--- config.mk ---
export PLATFORM = sky130hd
export DESIGN_NAME = router_burst_sched
export DESIGN_NICKNAME = d
export VERILOG_FILES = /design/src/rtl/router_burst_sched.sv
export SDC_FILE = /design/constraint.sdc
export NUM_CORES = 1
export LEC_CHECK = 0
export BUFFER_PORTS_ARGS = -buffer_cell sky130_fd_sc_hd__buf_2
export CAP_MARGIN = 30
export CORE_MARGIN = 4
export CORE_UTILIZATION = 50
export CTS_CLUSTER_SIZE = 30
export DETAILED_ROUTE_END_ITERATION = 6
export GPL_TIMING_DRIVEN = 0
export PLACE_DENSITY = 0.87
export REMOVE_ABC_BUFFERS = 1
export SLEW_MARGIN = 20
export SYNTH_ARGS = -nofsm -noshare
export SYNTH_HDL_FRONTEND = slang
export SYNTH_SLANG_ARGS = --single-unit
--- constraint.sdc ---
create_clock -name clk -period 8.4 [get_ports clk]
set_clock_uncertainty 0.2 [all_clocks]
set_input_delay 0.42 -clock clk [delete_from_list [all_inputs] [get_ports clk]]
set_output_delay 0.42 -clock clk [all_outputs]
set_load 0.05 [all_outputs]
--- src/rtl/router_burst_sched.sv ---
// Round-robin burst scheduler feeding the 4-way simple_router.
// One requester owns the router for up to MAX_BURST beats; a busy destination stalls or is skipped.
module router_burst_sched #(
    parameter int unsigned WIDTH     = 32,
    parameter int unsigned MAX_BURST = 4
) (
    input  logic               clk,
    input  logic               rst_n,
    input  logic [3:0]         req_valid,
    input  logic [3:0]         req_last,
    input  logic [7:0]         req_addr,
    input  logic [4*WIDTH-1:0] req_data,
    output logic [3:0]         req_ready,
    input  logic [3:0]         out_busy,
    output logic               rt_din_en,
    output logic [1:0]         rt_addr,
    output logic [WIDTH-1:0]   rt_din,
    output logic [1:0]         grant_id,
    output logic               sched_busy
);

    localparam int unsigned NREQ  = 4;
    localparam int unsigned CNT_W = 4;

    typedef enum logic {S_IDLE = 1'b0, S_BURST = 1'b1} state_t;

    state_t             r_state;
    logic [1:0]         r_rr_ptr;
    logic [1:0]         r_owner;
    logic [CNT_W-1:0]   r_beat_cnt;
    logic [1:0]         r_burst_addr;
    logic               r_din_en;
    logic [1:0]         r_addr;
    logic [WIDTH-1:0]   r_din;
    logic [1:0]         r_grant_id;

    logic [3:0]         w_ready;
    logic               w_found;
    logic [1:0]         w_sel;
    logic [1:0]         w_idx;
    logic [1:0]         w_acc_addr;
    logic [WIDTH-1:0]   w_acc_data;
    logic               w_end_burst;

    // Arbitration: rotating search in IDLE, owner-only in BURST.
    always_comb begin
        w_ready = '0;
        w_found = 1'b0;
        w_sel   = r_owner;
        w_idx   = r_rr_ptr;
        if (r_state == S_IDLE) begin
            for (int k = 0; k < NREQ; k++) begin
                w_idx = r_rr_ptr + 2'(k);
                if (!w_found && req_valid[w_idx] && !out_busy[req_addr[{w_idx, 1'b0} +: 2]]) begin
                    w_found = 1'b1;
                    w_sel   = w_idx;
                end
            end
        end else begin
            w_found = req_valid[r_owner] && !out_busy[r_burst_addr];
        end
        if (w_found && rst_n) begin
            w_ready[w_sel] = 1'b1;
        end
    end

    assign w_acc_addr  = (r_state == S_IDLE) ? req_addr[{w_sel, 1'b0} +: 2] : r_burst_addr;
    assign w_acc_data  = req_data[w_sel*WIDTH +: WIDTH];
    assign w_end_burst = req_last[r_owner] || ((r_beat_cnt + CNT_W'(1)) == CNT_W'(MAX_BURST));

    always_ff @(posedge clk or negedge rst_n) begin
        if (!rst_n) begin
            r_state      <= S_IDLE;
            r_rr_ptr     <= '0;
            r_owner      <= '0;
            r_beat_cnt   <= '0;
            r_burst_addr <= '0;
            r_din_en     <= 1'b0;
            r_addr       <= '0;
            r_din        <= '0;
            r_grant_id   <= '0;
        end else begin
            if (w_found) begin
                r_din_en <= 1'b1;
                r_addr   <= w_acc_addr;
                r_din    <= w_acc_data;
                if (r_state == S_IDLE) begin
                    r_owner      <= w_sel;
                    r_grant_id   <= w_sel;
                    r_burst_addr <= w_acc_addr;
                    r_rr_ptr     <= w_sel + 2'd1;
                    r_beat_cnt   <= CNT_W'(1);
                    if (!(req_last[w_sel] || MAX_BURST == 1)) begin
                        r_state <= S_BURST;
                    end
                end else if (w_end_burst) begin
                    r_state    <= S_IDLE;
                    r_beat_cnt <= '0;
                end else begin
                    r_beat_cnt <= r_beat_cnt + CNT_W'(1);
                end
            end else begin
                // Router sees all-zero outputs whenever no beat was accepted.
                r_din_en <= 1'b0;
                r_addr   <= '0;
                r_din    <= '0;
            end
        end
    end

    assign req_ready  = w_ready;
    assign rt_din_en  = r_din_en;
    assign rt_addr    = r_addr;
    assign rt_din     = r_din;
    assign grant_id   = r_grant_id;
    assign sched_busy = (r_state == S_BURST);

endmodule

# == Yosys cells after proc, flatten, opt, wreduce, memory -nomap -nowiden ==
# Cells that the tools add are included.
# op_classes
shifts,6
n_div,0
n_eq_ne,1
magnitude_cmp,12
add_sub_neg,5
bitwise,1
n_reduce_logical,20
muxes,49
multipliers,0
# ops
operator,n
128-bit by 8-bit variable part select with 32-bit output,1
8-bit by 4-bit variable part select with 2-bit output,5
2-bit by 3-bit less-than comparator with 1-bit output (second input constant),11
32-bit 2-to-1 mux,1
1-bit 2-to-1 mux,25
1-bit binary-select mux with 2-bit select,12
2-bit 2-to-1 mux,7
4-bit 2-to-1 mux,3
1-bit logical AND,10
1-bit logical NOT,8
2-bit by 1-bit adder with 2-bit output (second input constant),2
2-bit adder (second input constant),2
4-bit by 1-bit adder with 4-bit output (second input constant),1
4-bit by 3-bit equality test with 1-bit output (second input constant),1
1-bit demux with 2-bit select,1
2-bit by 1-bit greater-or-equal comparator with 1-bit output (second input constant),1
2-bit AND reduction,1
1-bit logical OR,1
1-bit inverter,1
# totals
mem_bits_rw,0
elab_cells,102
register_bits,46
rom_bits,0
memories,0
latchBits,0
inputBits,150

# == Logic depth before layout (Yosys ltp) ==
# Gate-level depths: netlist (run 1).
# logic_depth
depth_word,27
mapped_depth,15

# == Worst setup path after synthesis (run 1) ==
# Ideal clock, no wire load.
# synth_timing
path_type,reg2out
startpoint,register r_rr_ptr[0]
endpoint,output req_ready[0]
t_arrival_ns,3.260
stages_incl_launch_ff,13
path_slack_ns,4.520
path_cell_list,dfrtp_1 -> mux4_2 -> mux2_1 -> a211o_1 -> or4b_1 -> nand3_1 -> o21ai_1 -> and3_1 -> buf_6 -> buf_6 -> buf_6 -> ha_1 -> and3_1
# synth_via
elab_chain_len,27
# synth_lines
item,line_no,rtl
from (decl),28,logic [1:0] r_rr_ptr;
from (signal assigned),91,r_rr_ptr <= w_sel + 2'd1;
8-bit by 4-bit variable part select with 2-bit output,54,"if (!w_found && req_valid[w_idx] && !out_busy[req_addr[{w_idx, 1'b0} +: 2]]) begin"
1-bit binary-select mux with 2-bit select,54,
1-bit 2-to-1 mux (not written as such),54,
1-bit logical NOT,54,
1-bit logical AND,54,
1-bit 2-to-1 mux,54,
1-bit 2-to-1 mux,51,if (r_state == S_IDLE) begin
1-bit logical NOT,54,
[10 not listed],-,
1-bit logical AND (2 in series),54,
2-bit 2-to-1 mux,54,
2-bit 2-to-1 mux,51,
2-bit by 3-bit less-than comparator with 1-bit output (not written as such) / 2-bit by 1-bit greater-or-equal comparator with 1-bit output (equally long branches),63,w_ready[w_sel] = 1'b1;
1-bit logical AND (not written as such),63,
1-bit 2-to-1 mux (not written as such),63,
1-bit demux with 2-bit select,63,
4-bit 2-to-1 mux *,62,if (w_found && rst_n) begin
to (decl),13,"output logic [3:0] req_ready,"
# Every way passes the cells marked *; elsewhere a longest branch is shown, timed or not. The select of a mux whose other input is x is not followed.

# == Worst setup path after layout (run 1) ==
# layout_timing
startpoint,register r_rr_ptr[1]
endpoint,output req_ready[3]
# Same word-level chain as after synthesis.

==> results of run 1 <==
==> power breakdown <==
part	internal, mW	switching [mW]	leakage, nW	total (mW)
registers	0.313	0.0634	0.592	0.377
logic	0.780	1.19	1.74	1.97
clock network	0.0892	0.0748	0.0585	0.164
==> layer usage <==
| metal | global-route usage [%] | part of all wire (%) | routed length (um) | up-vias |
|---|---|---|---|---|
| li1 | - | - | - | 1629 |
| met1 | 27.22 | 38 | 3998 | 1648 |
| met2 | 43.26 | 53 | 5575 | 146 |
| met3 | 5.048 | 6.8 | 709 | 12 |
| met4 | 6.137 | 1.8 | 184 | 0 |
| met5 | 0 | 0 | 0 | - |
==> logic make-up after synthesis <==
group / count (synthesis) / synth area share [%]
simple gates: 85 / 13.05
mux: 69 / 22.83
flops: 46 / 30.93
xor+xnor: 2 / 0.4708
compound gates: 92 / 25.35
buf+inv: 35 / 5.346
fa+ha+maj: 6 / 2.017
==> layout make-up <==
| cell class | instances | area, um^2 | area share (%) |
|---|---|---|---|
| tap | 99 | 123.9 | 2.515 |
| inverter | 7 | 27.53 | 0.5589 |
| clock inverter | 3 | 43.79 | 0.8892 |
| multi-input combinational | 254 | 2386 | 48.45 |
| sequential | 46 | 1151 | 23.37 |
| clock buffer | 5 | 68.82 | 1.397 |
| timing repair buffer | 199 | 1124 | 22.82 |
==> worst max-delay path, stage by stage (launching register included) <==
cell and delay [ns]:
dfrtp_1 0.85, mux4_2 0.63, mux2i_1 0.14, mux2i_1 0.19, a211oi_1 0.12, or2_1 0.26, a221o_1 0.33, o211ai_4 0.20
buf_16 0.23, clkinv_2 0.54, ha_1 0.43, and3_1 0.16, buf_2 0.21
==> worst paths after layout <==
kind | endpoint | slack [ns]
worst max register to register | r_rr_ptr[1]$_DFFE_PN0P_ | 3.76
worst max-delay path | req_ready[3] | 3.16
max in group asynchronous | rt_din[24]$_DFF_PN0_ | 7.09
worst min register to register | r_beat_cnt[3]$_DFFE_PN0P_ | 0.34
min in group asynchronous | r_rr_ptr[0]$_DFFE_PN0P_ | 0.40
worst min-delay path | rt_din[1]$_DFF_PN0_ | 0.27
==> registers in the layout, indices dropped and copies added, names as in the netlist <==
| register | flops |
|---|---|
| rt_din | 32 |
| r_beat_cnt | 4 |
| r_burst_addr | 2 |
| r_owner | 2 |
| r_rr_ptr | 2 |
| rt_addr | 2 |
| rt_din_en | 1 |
| sched_busy | 1 |
==> layout by cell type (no fill, tap or decap), types with 4 or more instances in the layout <==
cell	n
mux2i_1	50
buf_2	191
o21ai_1	5
and3_1	5
nor2_1	8
a211oi_1	11
clkbuf_8	5
nand2_1	13
a211oi_2	55
inv_1	5
nor2b_1	7
dfrtp_1	46
mux4_2	12
mux2_1	4
ha_1	6
o21ai_0	8
nand3_1	5
and2_1	33
==> through the flow <==
stage | area, um^2 | power, mW | hold WS [ns]
after global routing | 4925 | 2.692 | 0.2668
after floorplan | 3548 | 1.883 | -0.07559
final | 4925 | 2.515 | 0.2662
after detailed placement | 4787 | 2.352 | 0.1873
after CTS | 4910 | 2.531 | 0.2606
after global placement | 4628 | 2.236 | 0.3103
==> impl_metrics.py, run 1 <==
metrics = {
    "clock_tree": {
        "ctsHtreeMaxLevel": 2,
        "cts_buffers": 5,
        "cts-root-buf": "clkbuf_8",
        "clk_pin_slew_ns": 0.09,
        "post_cts_resized": 0,
        "cts_num_sinks": 46,
        "clk_latency_ns": 0.29,
        "ctsLongestPathBuffers": 2,
        "tritoncts": "done",
        "hold_buffers": 1,
        "cts_setup_buffers": 0,
    },
    "final_layout": {
        "stdcell_count": 613,
        "layout-drive-gt1-share_pct": 55.25,
        "nets": 669,
        "area_growth_syn_to_layout_pct": 32.35,
        "n_fill_cell": 577,
        "final_util_pct": 67.90,
        "antenna_cells": 0,
    },
    "timing": {
        "min_period_ns": 5.241,
        "fin_ws_ns": 3.159,
        "drv_slew": 0,
        "relSlewSlack_pct": 48.92,
        "tightest_slew_ns": 0.7663,
        "max_freq_mhz": 190.8,
        "rsz0062_at_grt": "no",
        "setup_tns_ns": 0,
        "setup_viol": 0,
        "hold_viol": 0,
        "finalCritPeriodShare_pct": 62.39,
    },
    "critical_path": {
        "path_max_fanout": 34,
        "critPathArrivalTime_ns": 4.62,
        "crit_start": "r_rr_ptr[1]$_DFFE_PN0P_",
        "end_kind": "primary output",
        "path_class": "reg -> out",
        "worstPathRequired_ns": 7.78,
        "reg2regPathDepth": 11,
        "r2r-start": "r_rr_ptr[1]$_DFFE_PN0P_",
        "cp-start-kind": "flop",
    },
    "grt": {
        "grt_pass1_vias": 3535,
        "antenna_found_initial": 0,
        "grt_use_total_pct": 23.44,
        "grt_max_degree": 39,
        "gr-total-overflow": 0,
        "grt_pass1_wl_um": 16440,
    },
    "place": {
        "io_buffers": 191,
        "dp_hpwl_um": 8332,
        "place.gp.congestion": 0.8924,
        "dp.cells": 603,
        "post-place-ws_ns": 3.135,
    },
    "floorplan": {
        "pin_count": 192,
        "rows": 31,
        "dieWidth_um": 94.27,
        "core_mm2": 0.007253,
        "die-area_mm2": 0.008886,
        "start_util_pct": 51.30,
        "die_h_um": 94.27,
    },
    "min_path": {
        "worstHoldPathType": "in -> reg",
        "worstHoldStart": "req_data[33]",
        "hold_depth": 3,
    },
    "synthesis": {
        "yosysTopAreaCell": "dfrtp_1",
        "yosysUniqueCellTypes": 43,
        "synth_top_cell_area_share_pct": 30.93,
        "yosysWarningCount": 0,
        "synth.most_common_cell": "a211oi_2",
        "yosysSeqAreaShare_pct": 30.93,
        "avgSynthCellArea_um2": 11.11,
        "synth-edff-count": 0,
        "syn_area_mm2": 0.003721,
        "synth_area_leaders": "dfrtp_1 31%, a211oi_2 18%, mux2i_1 13%, mux4_2 7.3%, and2_1 5.7%",
        "ys_top_cells_by_count": "55 x a211oi_2, 50 x mux2i_1, 46 x dfrtp_1",
        "ys_ff_latch": 46,
        "synthArstFlopShare_pct": 100.0,
        "syn_inst": 335,
        "ys.flop_type": "dfrtp_1",
    },
    "routing": {
        "drt_iter0_drc": 99,
        "drc": 0,
        "final_antenna_net_count": 0,
        "vias": 3435,
        "wl_per_cell_um": 17.08,
        "wirelength_um": 10470,
        "dr.pass1.iters": 4,
        "vias_per_cell": 5.604,
    },
    "flow_run": {
        "cap_violations": 0,
    },
    "power_and_ir_drop": {
        "ir_drop_uv": 299.9,
        "powerDensity_mw_per_mm2": 510.6,
        "leakagePower_nw": 2.388,
    },
    "outcome": {
        "outcome": "complete, no violations",
    },
}
Note: power is estimated with default switching activity, not from simulation.
==> run 2, diff against run 1 <==
--- a/config.mk
+++ b/config.mk
@@ -8,11 +8,11 @@
 export BUFFER_PORTS_ARGS = -buffer_cell sky130_fd_sc_hd__buf_2
 export CAP_MARGIN = 30
 export CORE_MARGIN = 4
-export CORE_UTILIZATION = 50
+export CORE_UTILIZATION = 46
 export CTS_CLUSTER_SIZE = 30
 export DETAILED_ROUTE_END_ITERATION = 6
 export GPL_TIMING_DRIVEN = 0
-export PLACE_DENSITY = 0.87
+export PLACE_DENSITY = 0.81
 export REMOVE_ABC_BUFFERS = 1
 export SLEW_MARGIN = 20
 export SYNTH_ARGS = -nofsm -noshare
==> constraint.sdc (replaced) <==
create_clock -name clk -period 5.3 [get_ports clk]
set_clock_uncertainty 0.2 [all_clocks]
set_input_delay 0.265 -clock clk [delete_from_list [all_inputs] [get_ports clk]]
set_output_delay 0.265 -clock clk [all_outputs]
set_load 0.05 [all_outputs]
==> run 2 against run 1 <==
Compared with the run above:
- non-clock buffer count down 1
- utilization down 4.7 points
- setup slack got worse by 2.6 ns
- combinational power grew 58%
- register-to-register slack worse by 2.8 ns
- critical path depth is the same
- via count decreased by 1.1%
- sequential share of layout area is essentially flat
- cell area is 0.18% higher
- total power rose by 59%
- largest cell class unchanged
==> impl_metrics.py, run 2 (synthesis gave the netlist of run 1 again) <==
metrics = {
    "outcome": {
        "outcome": "complete, no violations",
    },
    "clock_tree": {
        "cts-root-buf": "clkbuf_8",
        "ctsHtreeMaxLevel": 2,
        "clk_pin_slew_ns": 0.09,
        "cts_buffers": 5,
        "cts_num_sinks": 46,
        "clk_latency_ns": 0.29,
        "ctsLongestPathBuffers": 2,
        "tritoncts": "done",
    },
    "critical_path": {
        "worstPathRequired_ns": 4.84,
        "cp-start-kind": "flop",
        "path_class": "reg -> out",
        "path_buf_inv": 3,
        "critPathArrivalTime_ns": 4.32,
        "crit_slowest_cell": "dfrtp_2",
        "end_kind": "primary output",
        "path_max_fanout": 43,
        "cpPeakStageDelay_ns": 0.70,
        "crit_family": "simple AND/OR/NAND/NOR gates",
        "crit_chain": "mux4_2 -> mux2_1 -> a211oi_2 -> and3b_1 -> nor4bb_1 -> nand2_1 -> and3_4 -> buf_16 -> inv_2 -> ha_1 -> and3_1 -> buf_2",
    },
    "grt": {
        "grt_use_total_pct": 21.36,
        "grt_pass1_vias": 3602,
        "antenna_found_initial": 0,
        "grt_pass1_wl_um": 17060,
        "grt_max_degree": 44,
        "gr-total-overflow": 0,
    },
    "timing": {
        "min_period_ns": 4.784,
        "setup_viol": 0,
        "rsz0062_at_grt": "no",
        "relSlewSlack_pct": 57.23,
        "whs_ns": 0.1290,
        "max_freq_mhz": 209.0,
        "tightest_slew_ns": 0.6416,
        "drv_slew": 0,
        "finalCritPeriodShare_pct": 90.27,
        "hold_viol": 0,
        "fin_ws_ns": 0.5156,
    },
    "final_layout": {
        "antenna_cells": 0,
        "final_cell_mix": "191 x buf_2, 55 x a211oi_2, 50 x mux2i_1",
        "n_fill_cell": 646,
        "nets": 668,
        "layout-drive-gt1-share_pct": 55.17,
        "final_common_cell": "buf_2",
        "area_growth_syn_to_layout_pct": 32.58,
        "largest_reg_flops": 32,
        "stdcell_count": 615,
    },
    "routing": {
        "dr.pass1.iters": 4,
        "drt-met1-wl_um": 4033,
        "vias": 3398,
        "drc": 0,
        "wl_per_cell_um": 16.73,
        "drt_iter0_drc": 119,
        "top_layer": "met4",
        "wirelength_um": 10290,
        "final_antenna_net_count": 0,
        "wl_met2_um": 5316,
        "vias_per_cell": 5.525,
        "wl_met3_um": 706,
    },
    "floorplan": {
        "die_h_um": 97.94,
        "start_util_pct": 47.66,
        "pin_count": 192,
        "rows": 32,
        "die-area_mm2": 0.009592,
        "core_mm2": 0.007807,
        "dieWidth_um": 97.94,
    },
    "power_and_ir_drop": {
        "leakagePower_nw": 2.383,
        "ir_drop_uv": 386.0,
        "powerDensity_mw_per_mm2": 808.3,
        "design_power_total_mw": 3.988,
    },
    "flow_run": {
        "cap_violations": 0,
    },
    "place": {
        "place.gp.congestion": 0.8309,
        "dp_hpwl_um": 8319,
        "io_buffers": 191,
        "dp.cells": 606,
        "post-place-ws_ns": 0.1285,
    },
    "min_path": {
        "worstHoldPathType": "in -> reg",
    },
}
run 2: final cells by class:
cell class	count	area [um^2]	area share [%]
clock buffer	7	76.32	1.547
clock inverter	1	30.03	0.6087
inverter	7	28.78	0.5833
multi-input combinational	254	2386	48.36
sequential	46	1154	23.38
tap	102	127.6	2.587
timing repair buffer	198	1131	22.93
run 2: report_power, final:
group / internal [mW] / switching [mW]
Combinational: 1.25 / 1.86
Sequential: 0.498 / 0.124
Clock: 0.141 / 0.114
Total: 1.89 / 2.10
run 2: path summary, 6_finish.rpt:
path | start | slack (ns) | depth (start not counted) | end
setup / recovery | r_rr_ptr[0]$_DFFE_PN0P_ | 0.52 | 12 | req_ready[2]
hold / removal | req_data[120] | 0.13 | 3 | rt_din[24]$_DFF_PN0_
setup reg to reg | r_rr_ptr[0]$_DFFE_PN0P_ | 0.97 | 11 | r_rr_ptr[1]$_DFFE_PN0P_
hold reg to reg | r_beat_cnt[3]$_DFFE_PN0P_ | 0.34 | 1 | r_beat_cnt[3]$_DFFE_PN0P_
max in group asynchronous | rst_n | 4.02 | 3 | r_rr_ptr[1]$_DFFE_PN0P_
min in group asynchronous | rst_n | 0.34 | 2 | sched_busy$_DFFE_PN0P_
run 2: layer usage:
metal  track usage [%]  up-vias
met2             38.27      140
li1                  -     1625
met1             25.49     1613
met4             7.135        0
met5                 0        -
met3             4.286       20
run 2: worst reg2reg max path: stages (launching register included):
cell and delay [ns]:
dfrtp_2 0.70, mux4_2 0.61, mux2_1 0.35, a211oi_2 0.41, and3b_1 0.25, nor4bb_1 0.16
nand2_1 0.08, and3_4 0.49, buf_16 0.31, inv_2 0.11, ha_1 0.30, mux2_2 0.26
run 2: what timing repair did:
action | in CTS | in global routing
buffers inserted | 0 | 0
hold buffers | 1 | 0
pin swaps | 0 | 0
resized for setup | 1 | 2
setup endpoints to repair | 2 | 2
endpoints found under the hold margin | 23 | 0
run 2: metrics by stage:
step	instance area, um^2	TNS (ns)	utilization [%]
floorplan	3548	-63.59	-
global placement	4632	-126.37	59.33
detailed placement	4813	0	61.65
CTS	4931	0	63.16
global route	4933	0	63.19
finish	4933	0	63.19
==> run 3, diff against run 2 <==
--- a/config.mk
+++ b/config.mk
@@ -12,7 +12,7 @@
 export CTS_CLUSTER_SIZE = 30
 export DETAILED_ROUTE_END_ITERATION = 6
 export GPL_TIMING_DRIVEN = 0
-export PLACE_DENSITY = 0.81
+export PLACE_DENSITY = 0.86
 export REMOVE_ABC_BUFFERS = 1
 export SLEW_MARGIN = 20
 export SYNTH_ARGS = -nofsm -noshare
==> run 3 against run 2 <==
Compared with the run above:
- first-iteration DRC count shrank 33%
- die area unchanged
- register-to-register slack worse by 0.14 ns
- clock power is 15% lower
- global-route usage is 1.7 points higher
- critical path depth increased by 1
- utilization shrank 0.34 points
- routed wire length is 7.9% higher
- cell area decreased by 0.53%
- final cell count increased by 0.16%
- worst hold slack worse by 0.026 ns
- fmax decreased by 2.3%
- critical endpoint is now req_ready[3]
==> impl_metrics.py, run 3 (synthesis gave the netlist of run 1 again) <==
metrics = {
    "routing": {
        "dr.pass1.iters": 4,
        "drc": 0,
        "vias_per_cell": 5.656,
        "drt_iter0_drc": 80,
        "top_layer": "met4",
        "wl_met2_um": 5934,
        "wl_per_cell_um": 18.02,
        "wirelength_um": 11100,
        "vias": 3484,
        "wl_met3_um": 764,
        "drt-met1-wl_um": 4036,
        "final_antenna_net_count": 0,
    },
    "power_and_ir_drop": {
        "powerDensity_mw_per_mm2": 813.2,
        "ir_drop_uv": 396.2,
        "internal_power_mw": 1.846,
        "clockPowerShare_pct": 5.4,
        "seq_power_share_pct": 15.5,
        "switching_share_pct": 53.75,
        "comb_power_share_pct": 79.1,
        "leakagePower_nw": 2.373,
        "p_switching_mw": 2.145,
    },
    "clock_tree": {
        "clk_latency_ns": 0.29,
        "clk_pin_slew_ns": 0.09,
        "tritoncts": "done",
        "cts_num_sinks": 46,
        "cts_buffers": 5,
        "ctsLongestPathBuffers": 2,
        "ctsHtreeMaxLevel": 2,
        "cts-root-buf": "clkbuf_8",
    },
    "place": {
        "io_buffers": 191,
        "dp_hpwl_um": 8908,
        "place.gp.congestion": 0.8780,
        "dp.cells": 606,
    },
    "timing": {
        "relSlewSlack_pct": 49.36,
        "rsz0062_at_grt": "no",
        "whs_ns": 0.1031,
        "drv_slew": 0,
        "tightest_slew_ns": 0.7596,
        "setup_viol": 0,
        "hold_viol": 0,
        "min_period_ns": 4.899,
        "finalCritPeriodShare_pct": 92.44,
        "max_freq_mhz": 204.1,
    },
    "final_layout": {
        "nets": 668,
        "final_util_pct": 62.85,
        "final_common_cell": "buf_2",
        "final_cell_mix": "191 x buf_2, 55 x a211oi_2, 50 x mux2i_1",
        "area_growth_syn_to_layout_pct": 31.88,
        "stdcell_count": 616,
        "largest_reg_flops": 32,
        "layout-drive-gt1-share_pct": 55.17,
        "n_fill_cell": 634,
    },
    "outcome": {
        "outcome": "complete, no violations",
    },
    "critical_path": {
        "cp-start-kind": "flop",
        "path_class": "reg -> out",
        "worstPathRequired_ns": 4.84,
        "end_kind": "primary output",
        "critPathArrivalTime_ns": 4.43,
        "path_max_fanout": 45,
    },
    "grt": {
        "antenna_found_initial": 1,
        "grt_pass1_wl_um": 18070,
        "grt_use_total_pct": 23.02,
        "grt_max_degree": 46,
        "gr-total-overflow": 0,
        "grt_pass1_vias": 3728,
    },
    "floorplan": {
        "core_mm2": 0.007807,
        "die_h_um": 97.94,
        "rows": 32,
        "dieWidth_um": 97.94,
        "die-area_mm2": 0.009592,
        "start_util_pct": 47.66,
        "pin_count": 192,
    },
    "flow_run": {
        "cap_violations": 0,
    },
    "min_path": {
        "worstHoldPathType": "in -> reg",
    },
}
-- run 3: metrics by stage --
step	total power, mW	cell area, um^2	worst slack, ns	TNS [ns]
2_1_floorplan	2.984	3548	-2.102	-63.59
3_3_place_gp	3.460	4632	-3.766	-128.36
3_5_place_dp	3.781	4806	0.09618	0
4_1_cts	4.007	4903	0.09643	0
5_1_grt	4.269	4907	0.1341	0
6_report	3.991	4907	0.4008	0
-- run 3: power groups by stage --
stage | Clock (mW) | Combinational [mW] | Sequential (mW)
floorplan | 0 | 2.03 | 0.958
global placement | 0 | 2.84 | 0.616
detailed placement | 0 | 3.15 | 0.627
CTS | 0.222 | 3.16 | 0.621
global route | 0.234 | 3.39 | 0.644
finish | 0.216 | 3.15 | 0.620
-- run 3: routing by layer --
| metal | vias to the layer above | GRT usage, % |
|---|---|---|
| met5 | - | 0 |
| met4 | 0 | 8.626 |
| met3 | 25 | 4.857 |
| met2 | 143 | 43.77 |
| met1 | 1698 | 24.73 |
| li1 | 1618 | - |
-- run 3: area by class of cell --
type	instances	area, um^2	share of cell area, %
inverters	7	28.78	0.5864
diodes	1	2.502	0.05099
flip-flops and latches	46	1152	23.48
repair buffers	198	1124	22.90
clock inverters	2	13.76	0.2805
well taps	102	127.6	2.601
multi-input cells	254	2386	48.62
clock buffers	6	72.57	1.479
-- run 3: path summary, 6_finish.rpt --
path,from,slack (ns),cells past startpoint,endpoint
worst max-delay path,r_rr_ptr[1]$_DFFE_PN0P_,0.40,13,req_ready[3]
min in group asynchronous,rst_n,0.32,2,r_owner[0]$_DFFE_PN0P_
worst min-delay path,req_data[33],0.10,3,rt_din[1]$_DFF_PN0_
worst min register to register,r_burst_addr[1]$_DFFE_PN0P_,0.35,2,rt_addr[1]$_DFF_PN0_
worst max register to register,r_rr_ptr[1]$_DFFE_PN0P_,0.83,12,r_rr_ptr[1]$_DFFE_PN0P_
max in group asynchronous,rst_n,4.03,3,r_burst_addr[0]$_DFFE_PN0P_
-- run 3: worst max-delay path: stages (launching register included) --
cell	delay, ns
dfrtp_1	0.84
mux4_2	0.65
mux2i_1	0.32
a22oi_1	0.19
nor2b_1	0.17
a221oi_1	0.22
nand3_1	0.16
o21ai_1	0.10
and3_4	0.49
buf_16	0.32
inv_2	0.11
ha_1	0.22
and3_1	0.14
buf_2	0.20
-- run 3: timing repair --
| action | CTS | global route |
|---|---|---|
| buffers inserted | 0 | 0 |
| hold buffers | 1 | 0 |
| gates resized for setup | 1 | 1 |
| hold endpoints to repair | 23 | 0 |
| endpoints found under the setup margin | 2 | 2 |
